### config.mk
export PLATFORM = sky130hd
export DESIGN_NAME = outstream
export DESIGN_NICKNAME = d
export VERILOG_FILES = /design/src/rtl/outstream.sv
export SDC_FILE = /design/constraint.sdc
export NUM_CORES = 1
export LEC_CHECK = 0
export ABC_AREA = 1
export ABC_CLOCK_PERIOD_IN_PS = 4400
export CAP_MARGIN = 15
export CELL_PAD_IN_SITES_DETAIL_PLACEMENT = 0
export CELL_PAD_IN_SITES_GLOBAL_PLACEMENT = 1
export CORE_AREA = 2 2 569 571
export DETAILED_ROUTE_END_ITERATION = 6
export DIE_AREA = 0 0 571 573
export PLACE_DENSITY_LB_ADDON = 0.1
export SLEW_MARGIN = 30
export SYNTH_ARGS = -nofsm -noshare
export SYNTH_HDL_FRONTEND = slang
export SYNTH_SLANG_ARGS = --single-unit
### constraint.sdc
create_clock -name clk -period 4.4 [get_ports clk]
set_clock_uncertainty 0.2 [all_clocks]
set_input_delay 0.44 -clock clk [delete_from_list [all_inputs] [get_ports clk]]
set_output_delay 0.44 -clock clk [all_outputs]
set_load 0.005 [all_outputs]
### src/rtl/outstream.sv
// outstream: capture sink for one node-array output port. Accepts pushed words
// over a write/wready handshake, stores them, checks them against an expected
// list and flags done/mismatch/overflow.
module outstream #(
    parameter int WIDTH = 11,
    parameter int DEPTH = 64,
    parameter int CW    = 6
) (
    input  logic             clk,
    input  logic             rst,
    input  logic             clear,
    input  logic [CW-1:0]    length,
    input  logic [WIDTH-1:0] expected [DEPTH],
    input  logic             write,
    input  logic [WIDTH-1:0] in,
    output logic             wready,
    output logic [CW-1:0]    count,
    output logic [WIDTH-1:0] captured [DEPTH],
    output logic             done,
    output logic             mismatch,
    output logic [CW-1:0]    err_idx,
    output logic             overflow
);

    typedef enum logic [1:0] {
        RUN  = 2'd0,
        ACK  = 2'd1,
        DONE = 2'd2
    } state_e;

    state_e           state_q, state_d;
    logic [CW-1:0]    count_q, count_d;
    logic             mismatch_q, mismatch_d;
    logic [CW-1:0]    err_idx_q, err_idx_d;
    logic             overflow_q, overflow_d;
    logic             cap_en;
    logic [WIDTH-1:0] captured_q [DEPTH];

    // Control state register
    always_ff @(posedge clk or negedge rst) begin
        if (!rst) begin
            state_q    <= RUN;
            count_q    <= '0;
            mismatch_q <= 1'b0;
            err_idx_q  <= '0;
            overflow_q <= 1'b0;
        end else begin
            state_q    <= state_d;
            count_q    <= count_d;
            mismatch_q <= mismatch_d;
            err_idx_q  <= err_idx_d;
            overflow_q <= overflow_d;
        end
    end

    // Next-state logic; clear overrides everything but leaves the buffer alone
    always_comb begin
        state_d    = state_q;
        count_d    = count_q;
        mismatch_d = mismatch_q;
        err_idx_d  = err_idx_q;
        overflow_d = overflow_q;
        cap_en     = 1'b0;
        if (clear) begin
            state_d    = RUN;
            count_d    = '0;
            mismatch_d = 1'b0;
            err_idx_d  = '0;
            overflow_d = 1'b0;
        end else begin
            unique case (state_q)
                RUN: begin
                    if (length == '0) begin
                        state_d = DONE;
                    end else if (write) begin
                        cap_en = 1'b1;
                        if ((in != expected[count_q]) && !mismatch_q) begin
                            mismatch_d = 1'b1;
                            err_idx_d  = count_q;
                        end
                        count_d = count_q + CW'(1);
                        state_d = ACK;
                    end
                end
                ACK: begin
                    state_d = (count_q == length) ? DONE : RUN;
                end
                DONE: begin
                    if (write) begin
                        overflow_d = 1'b1;
                    end
                end
                default: begin
                    state_d = RUN;
                end
            endcase
        end
    end

    // Capture buffer; only reset clears it
    always_ff @(posedge clk or negedge rst) begin
        if (!rst) begin
            for (int unsigned i = 0; i < DEPTH; i++) begin
                captured_q[i] <= '0;
            end
        end else if (cap_en) begin
            captured_q[count_q] <= in;
        end
    end

    // Outputs decoded from registered state only
    always_comb begin
        wready   = (state_q == ACK);
        done     = (state_q == DONE);
        count    = count_q;
        mismatch = mismatch_q;
        err_idx  = err_idx_q;
        overflow = overflow_q;
        captured = captured_q;
    end

endmodule

After elaboration in Yosys (flattened, before gate mapping)
Cells that the tools add are included.
W data, S select, Z words.
{"block": "totals", "register_bits": 720, "input_bits": 725, "output_inout_bits": 720, "wordCells": 125}
{"block": "op_classes", "addsub": 1, "order_cmp": 2, "eq_ne": 7, "muxes": 32, "n_bitwise": 1, "reduce_logical": 13}
{"operator": "$bwmux W704", "count": 1}
{"operator": "$bmux W11 S6", "count": 1}
{"operator": "$demux W11 S6", "count": 1}
{"operator": "$mux W6", "count": 9}
{"operator": "$mux W11", "count": 3}
{"operator": "$mux W1", "count": 12}
{"operator": "$ne A11 B11 Y1", "count": 1}
{"operator": "$mux W2", "count": 4}
{"operator": "$reduce_bool A2 Y1", "count": 4}
{"operator": "$ge A7 B7 Y1 const B", "count": 1}
{"operator": "$lt A7 B1 Y1 const B", "count": 1}
{"operator": "$not A6 Y7", "count": 1}
{"operator": "$add A6 B1 Y6 const B", "count": 1}
{"operator": "$eq A6 B6 Y1", "count": 1}
{"operator": "$logic_not A6 Y1", "count": 1}
{"operator": "$pmux W2 S3", "count": 1}
{"operator": "$ne A2 B2 Y1 const B", "count": 2}
{"operator": "$ne A4 B4 Y1 const B", "count": 1}
{"operator": "$reduce_and A2 Y1", "count": 2}
{"operator": "$reduce_and A4 Y1", "count": 1}
{"operator": "$reduce_and A3 Y1", "count": 1}
{"operator": "$eq A2 B1 Y1 const B", "count": 1}
{"operator": "$eq A2 B2 Y1 const B", "count": 1}
{"operator": "$logic_and A1 B1 Y1", "count": 2}
{"operator": "other kinds (2)", "count": 2}

Longest topological paths before layout
Gate-level depths: netlist of run 1.
{"block": "logic_depth", "ltp_word": 11, "mapped_depth": 21, "depth_no_buf": 19}

Worst setup path before layout of run 1
OpenSTA, ideal clock, no wires.
{"block": "synth_path", "kind": "register to register", "startpoint": "reg count_q[0] (netlist: count[0])", "endpoint": "reg err_idx_q[2] (netlist: err_idx[2])", "setup_time_ps": 66, "arrival_ps": 2099, "required_ps": 4134, "slack_ps": 2034, "stages_incl_launch_ff": 17, "path_buffers": 2, "period_less_slack_ps": 2366, "path_cell_list": "dfrtp_1 > buf_6 > clkbuf_1 > or2_2 > nand3_1 > nand2_1 > o21ai_0 > nand2_1 > nor2_1 > nand3_1 > nand2_1 > nand2_1 > nor2_2 > nand3_4 > nand2_4 > nand3_1 > nand2_1"}
{"block": "synth_between", "elab_chain_len": 8}
{"element": "start: declaration", "line": "32", "rtl": "logic [CW-1:0] count_q, count_d;"}
{"element": "start signal: assignment", "line": "49", "rtl": "count_q <= count_d;"}
{"element": "$not A6 Y7 (implied by the code)", "line": "77", "rtl": "if ((in != expected[count_q]) && !mismatch_q) begin"}
{"element": "$bmux W11 S6", "line": "77"}
{"element": "$mux W11 (implied by the code) (2 in series)", "line": "77"}
{"element": "$ne A11 B11 Y1", "line": "77"}
{"element": "$logic_and A1 B1 Y1", "line": "77"}
{"element": "$reduce_bool A2 Y1 (no line)"}
{"element": "$reduce_and A4 Y1 (no line)"}
{"element": "end signal: assignment", "line": "51", "rtl": "err_idx_q <= err_idx_d;"}
{"element": "end: declaration", "line": "34", "rtl": "logic [CW-1:0] err_idx_q, err_idx_d;"}
No other way between the ends. The select of a mux whose other input is x is not followed.
A chain may end at the register's enable or synchronous reset.

Final worst setup path of run 1
{"block": "layout_path", "startpoint": "reg count_q[0] (netlist: count[0])", "endpoint": "reg err_idx_q[3] (netlist: err_idx[3])"}
Same word-level chain as after synthesis.

==> flow_metrics.py, run 1 <==
metrics = {
    "synthesis": {
        "synthesis.area_sq_um": 34300,
        "ys.warnings.count": 0,
        "yosysTopAreaCell": "dfrtp_1",
        "synthDistinctLibCells": 33,
        "synth_cells": 4502,
        "yosysSeqAreaShare_pct": 52.5,
        "yosys-top-cells-area": "dfrtp_1, nand2_1, o21ai_0",
        "avgSynthCellArea_sq_um": 7.63,
        "synth_seq_cells": 720,
        "syn_nets": 5228,
        "synth_top_area_share_pct": 52.5,
    },
    "grt": {
        "grt_overflow_total": 0,
        "grt_usage_pct": 17.4,
        "grt_pass1_vias": 37474,
        "grt_pass1_wl_um": 383000,
        "grt_max_degree": 98,
        "antenna_found_initial": 136,
    },
    "power": {
        "total_power_mw": 22.7,
        "p_per_area_nw_per_um2": 393,
        "p_sw_share_pct": 37.1,
        "p_switching_mw": 8.42,
        "power.leakage_nw": 25.2,
        "ir_worst_vdd_mv": 0.290,
        "power_frac_comb_pct": 31.5,
        "seq_power_share_pct": 31.1,
        "power_frac_clock_pct": 37.4,
        "internal-power_mw": 14.3,
    },
    "clock_network": {
        "cts_root_buf": "clkbuf_16",
        "cts_buffers": 104,
        "h-tree-depth": 3,
        "cts_tree": "built",
        "worstSkewPairLatency_ps": 830,
        "cts_buffer_depth": 4,
        "clkSinkCount": 720,
        "cts_resized": 0,
        "clkTransAtPathRegs_ps": 60,
    },
    "sta": {
        "final-setup-viol-count": 0,
        "hold_viol": 0,
        "max_slew_margin_pct": 37.7,
        "finalCritPeriodShare_pct": 89.2,
        "tns_ps": 0,
        "min_period_ps": 3920,
        "rsz0062_at_grt": "false",
        "finalMaxSlewViolations": 0,
        "worst_pin_slew_ps": 931,
        "hold_slack_ps": 145,
        "fmax_ghz": 0.255,
    },
    "routing": {
        "wire_per_inst_um": 28.3,
        "viasPerCell": 3.52,
        "drt_first_pass_iters": 5,
        "wl_um": 292000,
        "drc_errors": 0,
        "ant_nets": 0,
        "via_count": 36231,
        "first_iter_violations": 2118,
    },
    "finish": {
        "finalNonFillerCells": 10292,
        "area_growth_pct": 68.4,
        "final_common_cell": "nand2_1",
        "utilization_pct": 18.0,
        "drive_gt1_share_pct": 7.43,
        "final_cell_mix": "nand2_1, clkdlybuf4s50_1, dfrtp_1",
        "layout.nets": 6598,
    },
    "flow_run": {
        "drv_cap": 0,
    },
    "setup_path": {
        "worstPathRequired_ps": 4970,
        "setup.worst_path.start_class": "flip-flop",
        "crit_path_max_fanout": 46,
        "arrival_ps": 4490,
        "critical_path_class": "flip-flop to flip-flop",
        "endpoint_kind": "flip-flop",
    },
    "floorplanning": {
        "die_area_sq_um": 327000,
        "core_area_sq_um": 320000,
        "start_util_pct": 10.7,
        "die_w_um": 571,
        "boundaryPins": 1445,
        "die-height_um": 573,
        "num_rows": 208,
    },
    "placement": {
        "hpwl_um": 222000,
        "place_congestion": 0.838,
        "placedCellCount": 10068,
        "port_buffers": 1444,
    },
    "outcome": {
        "outcome": "finished, final reports clean",
    },
    "min_path": {
        "hp-class": "primary input to flip-flop",
    },
}
[power by group through the flow]
stage	logic (mW)	clock network (mW)	registers [mW]
floorplan	3.24	0	7.16
global placement	7.44	0	7.18
detailed placement	7.42	0	7.19
CTS	7.45	8.88	7.07
global route	7.90	9.12	7.10
finish	7.14	8.50	7.07
[cell families (layout without fill, tap and decap cells)]
family,Yosys count,count (layout),share of synthesized area (%)
DFF,720,720,52.5
xor gates and xnor gates,1,1,0.0255
and+or+nand+nor,2220,2220,26.0
adders and majority gates,1,1,0.0364
other,0,35,0
AOI/OAI and AO/OA,889,889,13.4
buffers and inverters,671,2121,8.05
[metal layers]
metal	global-route usage (%)	share of wire, %	vias up	wire length [um]
li1	-	-	17031	-
met1	21.7	43	17489	125000
met2	29.0	47	1313	136000
met3	6.17	8.8	330	25700
met4	2.85	1.7	68	4920
met5	0	0.15	-	438
[synthesized netlist by cell type]
master / count
o31ai_1: 1
dfrtp_1: 720
xnor2_1: 1
nand3_1: 174
inv_1: 323
buf_2: 56
clkbuf_1: 240
nor2_1: 140
nand2_2: 1
buf_4: 29
nor4_1: 1
nand2_4: 1
a21oi_1: 23
buf_1: 6
inv_2: 8
nor4_4: 5
a221oi_1: 1
ha_1: 1
nor3_2: 2
or2_1: 8
nor4_2: 1
o21ai_1: 156
o211ai_1: 53
o21ai_0: 653
nand4_1: 9
buf_6: 9
nor3_1: 8
nand2_1: 1789
o22ai_1: 2
or2_2: 75
nand3_4: 1
or2_0: 1
nor2_2: 4
[critical path: stages, from the launching register on]
cell	delay (ps)
dfrtp_4	520
buf_12	190
buf_4	330
buf_4	230
or2_2	300
nand3_1	70
nand2_1	60
o21ai_1	540
nand2_1	110
nor2_1	140
nand3_1	80
nand2_1	70
nand2_1	230
nor2_2	230
nand3_4	150
nand2_4	140
nand3_1	80
nand2_1	80
[layout make-up]
type	count	area (sq um)
clock inverter	22	259
fill	36171	263000
inverter	331	1280
sequential	720	18000
multi-input combinational	3111	13700
tap	4305	5390
timing repair buffer	1604	16000
antenna	35	87.6
clock buffer	164	3080
[final timing paths]
check	start	end	slack [ps]	depth (start not counted)
min reg2reg	captured[68]$_DFFE_PN0P_	captured[68]$_DFFE_PN0P_	280	2
max in group asynchronous	rst	captured[164]$_DFFE_PN0P_	1910	4
max reg2reg	count[0]$_DFFE_PN0P_	err_idx[3]$_DFFE_PN0P_	480	17
min	write	overflow$_DFFE_PN0P_	140	3
min in group asynchronous	rst	captured[0]$_DFFE_PN0P_	540	3
max	count[0]$_DFFE_PN0P_	err_idx[3]$_DFFE_PN0P_	480	17
[flip-flops by register name, indices dropped and copies added, names as in the netlist]
signal    cells
captured    704
mismatch      1
overflow      1
count         6
state_q       2
err_idx       6
[repair_timing]
action	4_1_cts	5_1_grt
endpoints found under the hold margin	182	0
endpoints found under the setup margin	0	0
setup buffers	0	0
hold buffers	3	0
[through the flow]
step / setup slack, ps / area [sq um]
2_1_floorplan: 2030 / 34300
3_3_place_gp: 164 / 54400
3_5_place_dp: 519 / 54400
4_1_cts: 526 / 57700
5_1_grt: 346 / 57700
6_report: 475 / 57800
Power figures use the tool's default switching activity.
==> inputs of run 2 (changes only) <==
--- a/config.mk
+++ b/config.mk
@@ -6,11 +6,11 @@
 export NUM_CORES = 1
 export LEC_CHECK = 0
 export ABC_AREA = 1
-export ABC_CLOCK_PERIOD_IN_PS = 4400
+export ABC_CLOCK_PERIOD_IN_PS = 3870
 export CAP_MARGIN = 15
 export CELL_PAD_IN_SITES_DETAIL_PLACEMENT = 0
 export CELL_PAD_IN_SITES_GLOBAL_PLACEMENT = 1
-export CORE_AREA = 2 2 569 571
+export CORE_AREA = 5 5 566 568
 export DETAILED_ROUTE_END_ITERATION = 6
 export DIE_AREA = 0 0 571 573
 export PLACE_DENSITY_LB_ADDON = 0.1
==> constraint.sdc (replaced) <==
create_clock -name clk -period 3.87 [get_ports clk]
set_clock_uncertainty 0.2 [all_clocks]
set_input_delay 0.387 -clock clk [delete_from_list [all_inputs] [get_ports clk]]
set_output_delay 0.387 -clock clk [all_outputs]
set_load 0.005 [all_outputs]
==> flow_metrics.py, run 2 (same netlist as run 1, synthesis figures left out) <==
metrics = {
    "outcome": {
        "outcome": "finished, final reports clean",
    },
    "placement": {
        "place_congestion": 0.823,
        "port_buffers": 1444,
        "hpwl_um": 222000,
    },
    "grt": {
        "antenna_found_initial": 153,
        "grt_busiest_layer": "met2",
        "grt_pass1_vias": 37713,
        "use_met3_pct": 6.95,
        "grt_pass1_wl_um": 380000,
        "grt_usage_pct": 17.1,
        "grtUsageMet1_pct": 20.6,
        "grt_max_degree": 72,
        "grt_use_met2_pct": 28.7,
        "grt_overflow_total": 0,
    },
    "min_path": {
        "min_from": "clear",
        "hp-class": "primary input to flip-flop",
        "hold-path-cell-count": 3,
        "whs_endpoint": "state_q[1]$_DFFE_PN0P_",
    },
    "sta": {
        "fmax_ghz": 0.280,
        "finalMaxSlewViolations": 0,
        "final-setup-viol-count": 0,
        "min_period_ps": 3580,
        "finalCritPeriodShare_pct": 92.4,
        "tns_ps": 0,
        "worst_pin_slew_ps": 853,
        "hold_viol": 0,
        "hold_slack_ps": 152,
        "rsz0062_at_grt": "false",
        "max_slew_margin_pct": 43.1,
    },
    "floorplanning": {
        "core_area_sq_um": 314000,
        "die_w_um": 571,
        "die_area_sq_um": 327000,
        "num_rows": 206,
        "start_util_pct": 10.9,
        "boundaryPins": 1445,
        "die-height_um": 573,
    },
    "finish": {
        "nFillCells": 35268,
        "final_cell_mix": "nand2_1, clkdlybuf4s50_1, dfrtp_1",
        "regArea_sq_um": 18000,
        "final_common_cell": "nand2_1",
        "largest_register_ffs": 704,
        "layout.nets": 6663,
        "area_growth_pct": 71.7,
        "drive_gt1_share_pct": 8.32,
        "multi_input_area_sq_um": 13700,
    },
    "routing": {
        "wl_um": 289000,
        "via_count": 36504,
        "wire_per_inst_um": 28.3,
        "viasPerCell": 3.58,
        "ant_nets": 0,
        "drt_first_pass_iters": 7,
        "drc_errors": 0,
        "first_iter_violations": 2331,
    },
    "clock_network": {
        "worstSkewPairLatency_ps": 780,
        "clkTransAtPathRegs_ps": 60,
        "cts_buffers": 101,
        "h-tree-depth": 3,
        "cts_root_buf": "clkbuf_16",
        "clkSinkCount": 720,
        "cts_setup_buffers": 0,
        "cts_buffer_depth": 4,
        "cts_tree": "built",
    },
    "setup_path": {
        "critical_path_class": "flip-flop to flip-flop",
        "endpoint_kind": "flip-flop",
        "worstPathRequired_ps": 4380,
        "timing.rr.start": "count[0]$_DFFE_PN0P_",
        "reg2reg_to": "err_idx[3]$_DFFE_PN0P_",
        "rrSetupSlack_ps": 290,
        "crit_path_max_fanout": 47,
        "reg2reg_depth": 17,
        "arrival_ps": 4090,
        "setup.worst_path.start_class": "flip-flop",
    },
    "power": {
        "ir_worst_vdd_mv": 0.356,
        "power.leakage_nw": 25.9,
        "p_per_area_nw_per_um2": 433,
    },
    "flow_run": {
        "drv_cap": 0,
    },
}
==> run 2: cell types whose count changed in the layout (fill, tap and decap cells not counted), moves of 3 or more <==
cell       change
diode_2        +3
buf_4         -10
clkbuf_1       -3
buf_12        +77
nor2_4         -3
clkinv_2       -6
nor2_2         +5
clkbuf_16      -3
==> run 2: worst max path at each step <==
stage	endpoint	from	slack, ps
finish	err_idx[3]$_DFFE_PN0P_	count[0]$_DFFE_PN0P_	290
global route	err_idx[0]$_DFFE_PN0P_	count[0]$_DFFE_PN0P_	20
CTS	err_idx[3]$_DFFE_PN0P_	count[0]$_DFFE_PN0P_	90
detailed placement	err_idx[3]$_DFFE_PN0P_	count[0]$_DFFE_PN0P_	110
global placement	err_idx[0]$_DFFE_PN0P_	count[0]$_DFFE_PN0P_	120
floorplan	err_idx[2]$_DFFE_PN0P_	count[0]$_DFFE_PN0P_	1500
==> run 2: per-layer routing <==
layer / vias up / share of wire [%] / wire length [um]
met3: 346 / 9.9 / 28500
met5: - / 0.19 / 538
met4: 88 / 2.0 / 5640
met1: 17589 / 41 / 119000
li1: 17116 / - / -
met2: 1365 / 47 / 135000
==> run 2: through the flow <==
stage	util [%]	worst slack, ps	std cells	cell area, sq um	total power, mW
after CTS	18.7	88.1	10167	58900	26.3
after global routing	18.7	21.2	10177	58900	27.1
after detailed placement	17.7	113	9990	55600	16.7
after global placement	17.7	122	9989	55600	16.8
after floorplan	-	1500	4502	34300	11.8
final	18.8	292	10205	59000	25.5
==> run 2: layout make-up <==
cell class                      count  area share, %
Clock inverter                     15          0.327
Tap cell                         4160           8.83
Sequential cell                   720           30.6
Clock buffer                      158           5.07
Multi-Input combinational cell   3111           23.2
Antenna cell                       38          0.161
Timing Repair Buffer             1672           29.7
Inverter                          331           2.16
==> run 2: critical path, stage by stage (launching register included) <==
cell and delay (ps):
dfrtp_4 550, buf_12 180, buf_12 160, buf_12 180
or2_2 310, nand3_1 70, nand2_1 60, o21ai_1 280
nand2_1 220, nor2_1 400, nand3_1 130, nand2_1 90
nand2_1 60, nor2_2 140, nand3_4 140, nand2_4 120
nand3_1 80, nand2_1 80
==> run 2: where the power goes <==
part / internal (mW) / total [mW] / leakage (nW) / switching [mW]
combinational: 3.01 / 8.24 / 14.4 / 5.23
clock: 5.41 / 9.26 / 1.55 / 3.85
sequential: 7.83 / 8.04 / 9.99 / 0.203
total: 16.3 / 25.5 / 25.9 / 9.28
==> run 2: repair_timing <==
action	4_1_cts	5_1_grt
gates resized for setup	0	2
hold buffers	4	0
endpoints found under the setup margin	0	7
hold endpoints to repair	273	0
==> inputs of run 3 (changes only) <==
--- a/config.mk
+++ b/config.mk
@@ -13,6 +13,7 @@
 export CORE_AREA = 5 5 566 568
 export DETAILED_ROUTE_END_ITERATION = 6
 export DIE_AREA = 0 0 571 573
+export GPL_TIMING_DRIVEN = 0
 export PLACE_DENSITY_LB_ADDON = 0.1
 export SLEW_MARGIN = 30
 export SYNTH_ARGS = -nofsm -noshare
==> flow_metrics.py, run 3 (same netlist as run 1, synthesis figures left out) <==
metrics = {
    "outcome": {
        "outcome": "finished, final reports clean",
    },
    "flow_run": {
        "drv_cap": 0,
    },
    "clock_network": {
        "h-tree-depth": 3,
        "cts_setup_buffers": 0,
        "cts_root_buf": "clkbuf_16",
        "clkTransAtPathRegs_ps": 60,
        "cts_tree": "built",
        "cts_buffer_depth": 4,
        "clkSinkCount": 720,
        "cts_buffers": 102,
        "worstSkewPairLatency_ps": 780,
    },
    "setup_path": {
        "critical_path_buf_inv_count": 4,
        "cp_cell_sequence": "clkbuf_4, inv_2, nor2_1, buf_4, clkbuf_4, o211ai_1, nand2_1, o21ai_1, nand2_1, nor2_2, nand3_1, nand2_1, nand2_1, nor2_2, nand3_4, nand2_4, nand3_1, nand2_1",
        "crit_top_cell": "nand2_1",
        "critical-path-top-delay-family": "simple AND/OR/NAND/NOR gates",
        "setup.worst_path.start_class": "flip-flop",
        "crit_path_max_incr_delay_ps": 410,
        "crit_path_max_fanout": 10,
        "arrival_ps": 4230,
        "endpoint_kind": "flip-flop",
        "worstPathRequired_ps": 4390,
        "critical_path_class": "flip-flop to flip-flop",
        "crit_path_top_delay_cell": "dfrtp_1",
    },
    "grt": {
        "grt_max_degree": 103,
        "grt_overflow_total": 0,
        "antenna_found_initial": 172,
        "grt_pass1_vias": 39635,
        "grt_usage_pct": 19.3,
        "grt_pass1_wl_um": 420000,
    },
    "sta": {
        "hold_viol": 0,
        "min_period_ps": 3710,
        "final-setup-viol-count": 0,
        "finalMaxSlewViolations": 0,
        "fmax_ghz": 0.270,
        "tns_ps": 0,
        "worst_pin_slew_ps": 976,
        "max_slew_margin_pct": 34.9,
        "finalCritPeriodShare_pct": 95.8,
    },
    "floorplanning": {
        "start_util_pct": 10.9,
        "num_rows": 206,
        "die_w_um": 571,
        "boundaryPins": 1445,
        "die-height_um": 573,
        "die_area_sq_um": 327000,
        "core_area_sq_um": 314000,
    },
    "finish": {
        "multi_input_area_sq_um": 13700,
        "final_cell_mix": "nand2_1, clkdlybuf4s50_1, dfrtp_1",
        "regArea_sq_um": 18000,
        "utilization_pct": 18.7,
        "layout.nets": 6823,
        "largest_register_ffs": 704,
        "final_common_cell": "nand2_1",
        "drive_gt1_share_pct": 7.63,
        "area_growth_pct": 71.0,
        "nFillCells": 35420,
    },
    "power": {
        "seq_power_share_pct": 29.6,
        "ir_worst_vdd_mv": 0.325,
        "p_switching_mw": 10.8,
        "power_frac_comb_pct": 35.8,
        "total_power_mw": 27.2,
        "power.leakage_nw": 25.7,
        "internal-power_mw": 16.4,
        "power_frac_clock_pct": 34.7,
        "p_sw_share_pct": 39.7,
        "p_per_area_nw_per_um2": 464,
    },
    "routing": {
        "viasPerCell": 3.71,
        "ant_nets": 0,
        "drt_first_pass_iters": 5,
        "wire_per_inst_um": 31.4,
        "first_iter_violations": 2603,
        "via_count": 38578,
        "wl_um": 326000,
        "drc_errors": 0,
    },
    "placement": {
        "port_buffers": 1443,
        "place_congestion": 0.844,
        "hpwl_um": 265000,
    },
    "min_path": {
        "hp-class": "flip-flop to flip-flop",
    },
}
==> run 3: metrics by stage <==
step	hold slack [ps]	std cells	instance area (sq um)	setup slack, ps
after floorplan	-109	4502	34300	1500
after global placement	266	10105	54000	-36710
after detailed placement	47.8	10149	55100	-634
after CTS	158	10331	58400	3.48
after global routing	238	10349	58600	-0.977
final	280	10393	58700	161
==> run 3: power groups by stage <==
| stage | clock network (mW) | registers [mW] | logic [mW] |
|---|---|---|---|
| 2_1_floorplan | 0 | 8.15 | 3.68 |
| 3_3_place_gp | 0 | 8.22 | 9.65 |
| 3_5_place_dp | 0 | 8.18 | 9.90 |
| 4_1_cts | 9.91 | 8.06 | 9.95 |
| 5_1_grt | 10.1 | 8.09 | 10.5 |
| 6_report | 9.44 | 8.05 | 9.74 |
==> run 3: layer usage <==
layer  part of all wire [%]  up-vias  GRT usage, %
li1                       -    17530             -
met2                     46     1492          31.4
met4                    2.1       84          3.82
met5                   0.17        -             0
met1                     43    19088          24.4
met3                    8.7      384          7.05
==> run 3: worst paths after layout <==
check / from / to / slack, ps / depth (start not counted)
min reg2reg: captured[255]$_DFFE_PN0P_ / captured[255]$_DFFE_PN0P_ / 280 / 2
min: captured[255]$_DFFE_PN0P_ / captured[255]$_DFFE_PN0P_ / 280 / 2
max reg2reg: count[1]$_DFFE_PN0P_ / err_idx[1]$_DFFE_PN0P_ / 160 / 18
min in group asynchronous: rst / captured[474]$_DFFE_PN0P_ / 510 / 4
max in group asynchronous: rst / captured[50]$_DFFE_PN0P_ / 780 / 7
max: count[1]$_DFFE_PN0P_ / err_idx[1]$_DFFE_PN0P_ / 160 / 18
==> run 3: cell type report <==
type	instances	share of cell area [%]
inverter	331	2.12
antenna	62	0.264
multi-input combinational	3111	23.3
clock inverter	29	0.614
tap	4160	8.87
buffer	339	2.90
timing repair buffer	1492	26.3
clock buffer	149	4.89
sequential	720	30.7
==> run 3: worst min-delay path, stage by stage, from the launching register on <==
cell and delay (ps):
dfrtp_1 340, nand2_1 50, o21ai_0 50
==> run 3: repair_timing <==
item | CTS | global route
hold endpoints to repair | 239 | 0
gates resized for setup | 19 | 46
hold buffers | 5 | 0
endpoints found under the setup margin | 203 | 18
pin swaps | 0 | 1
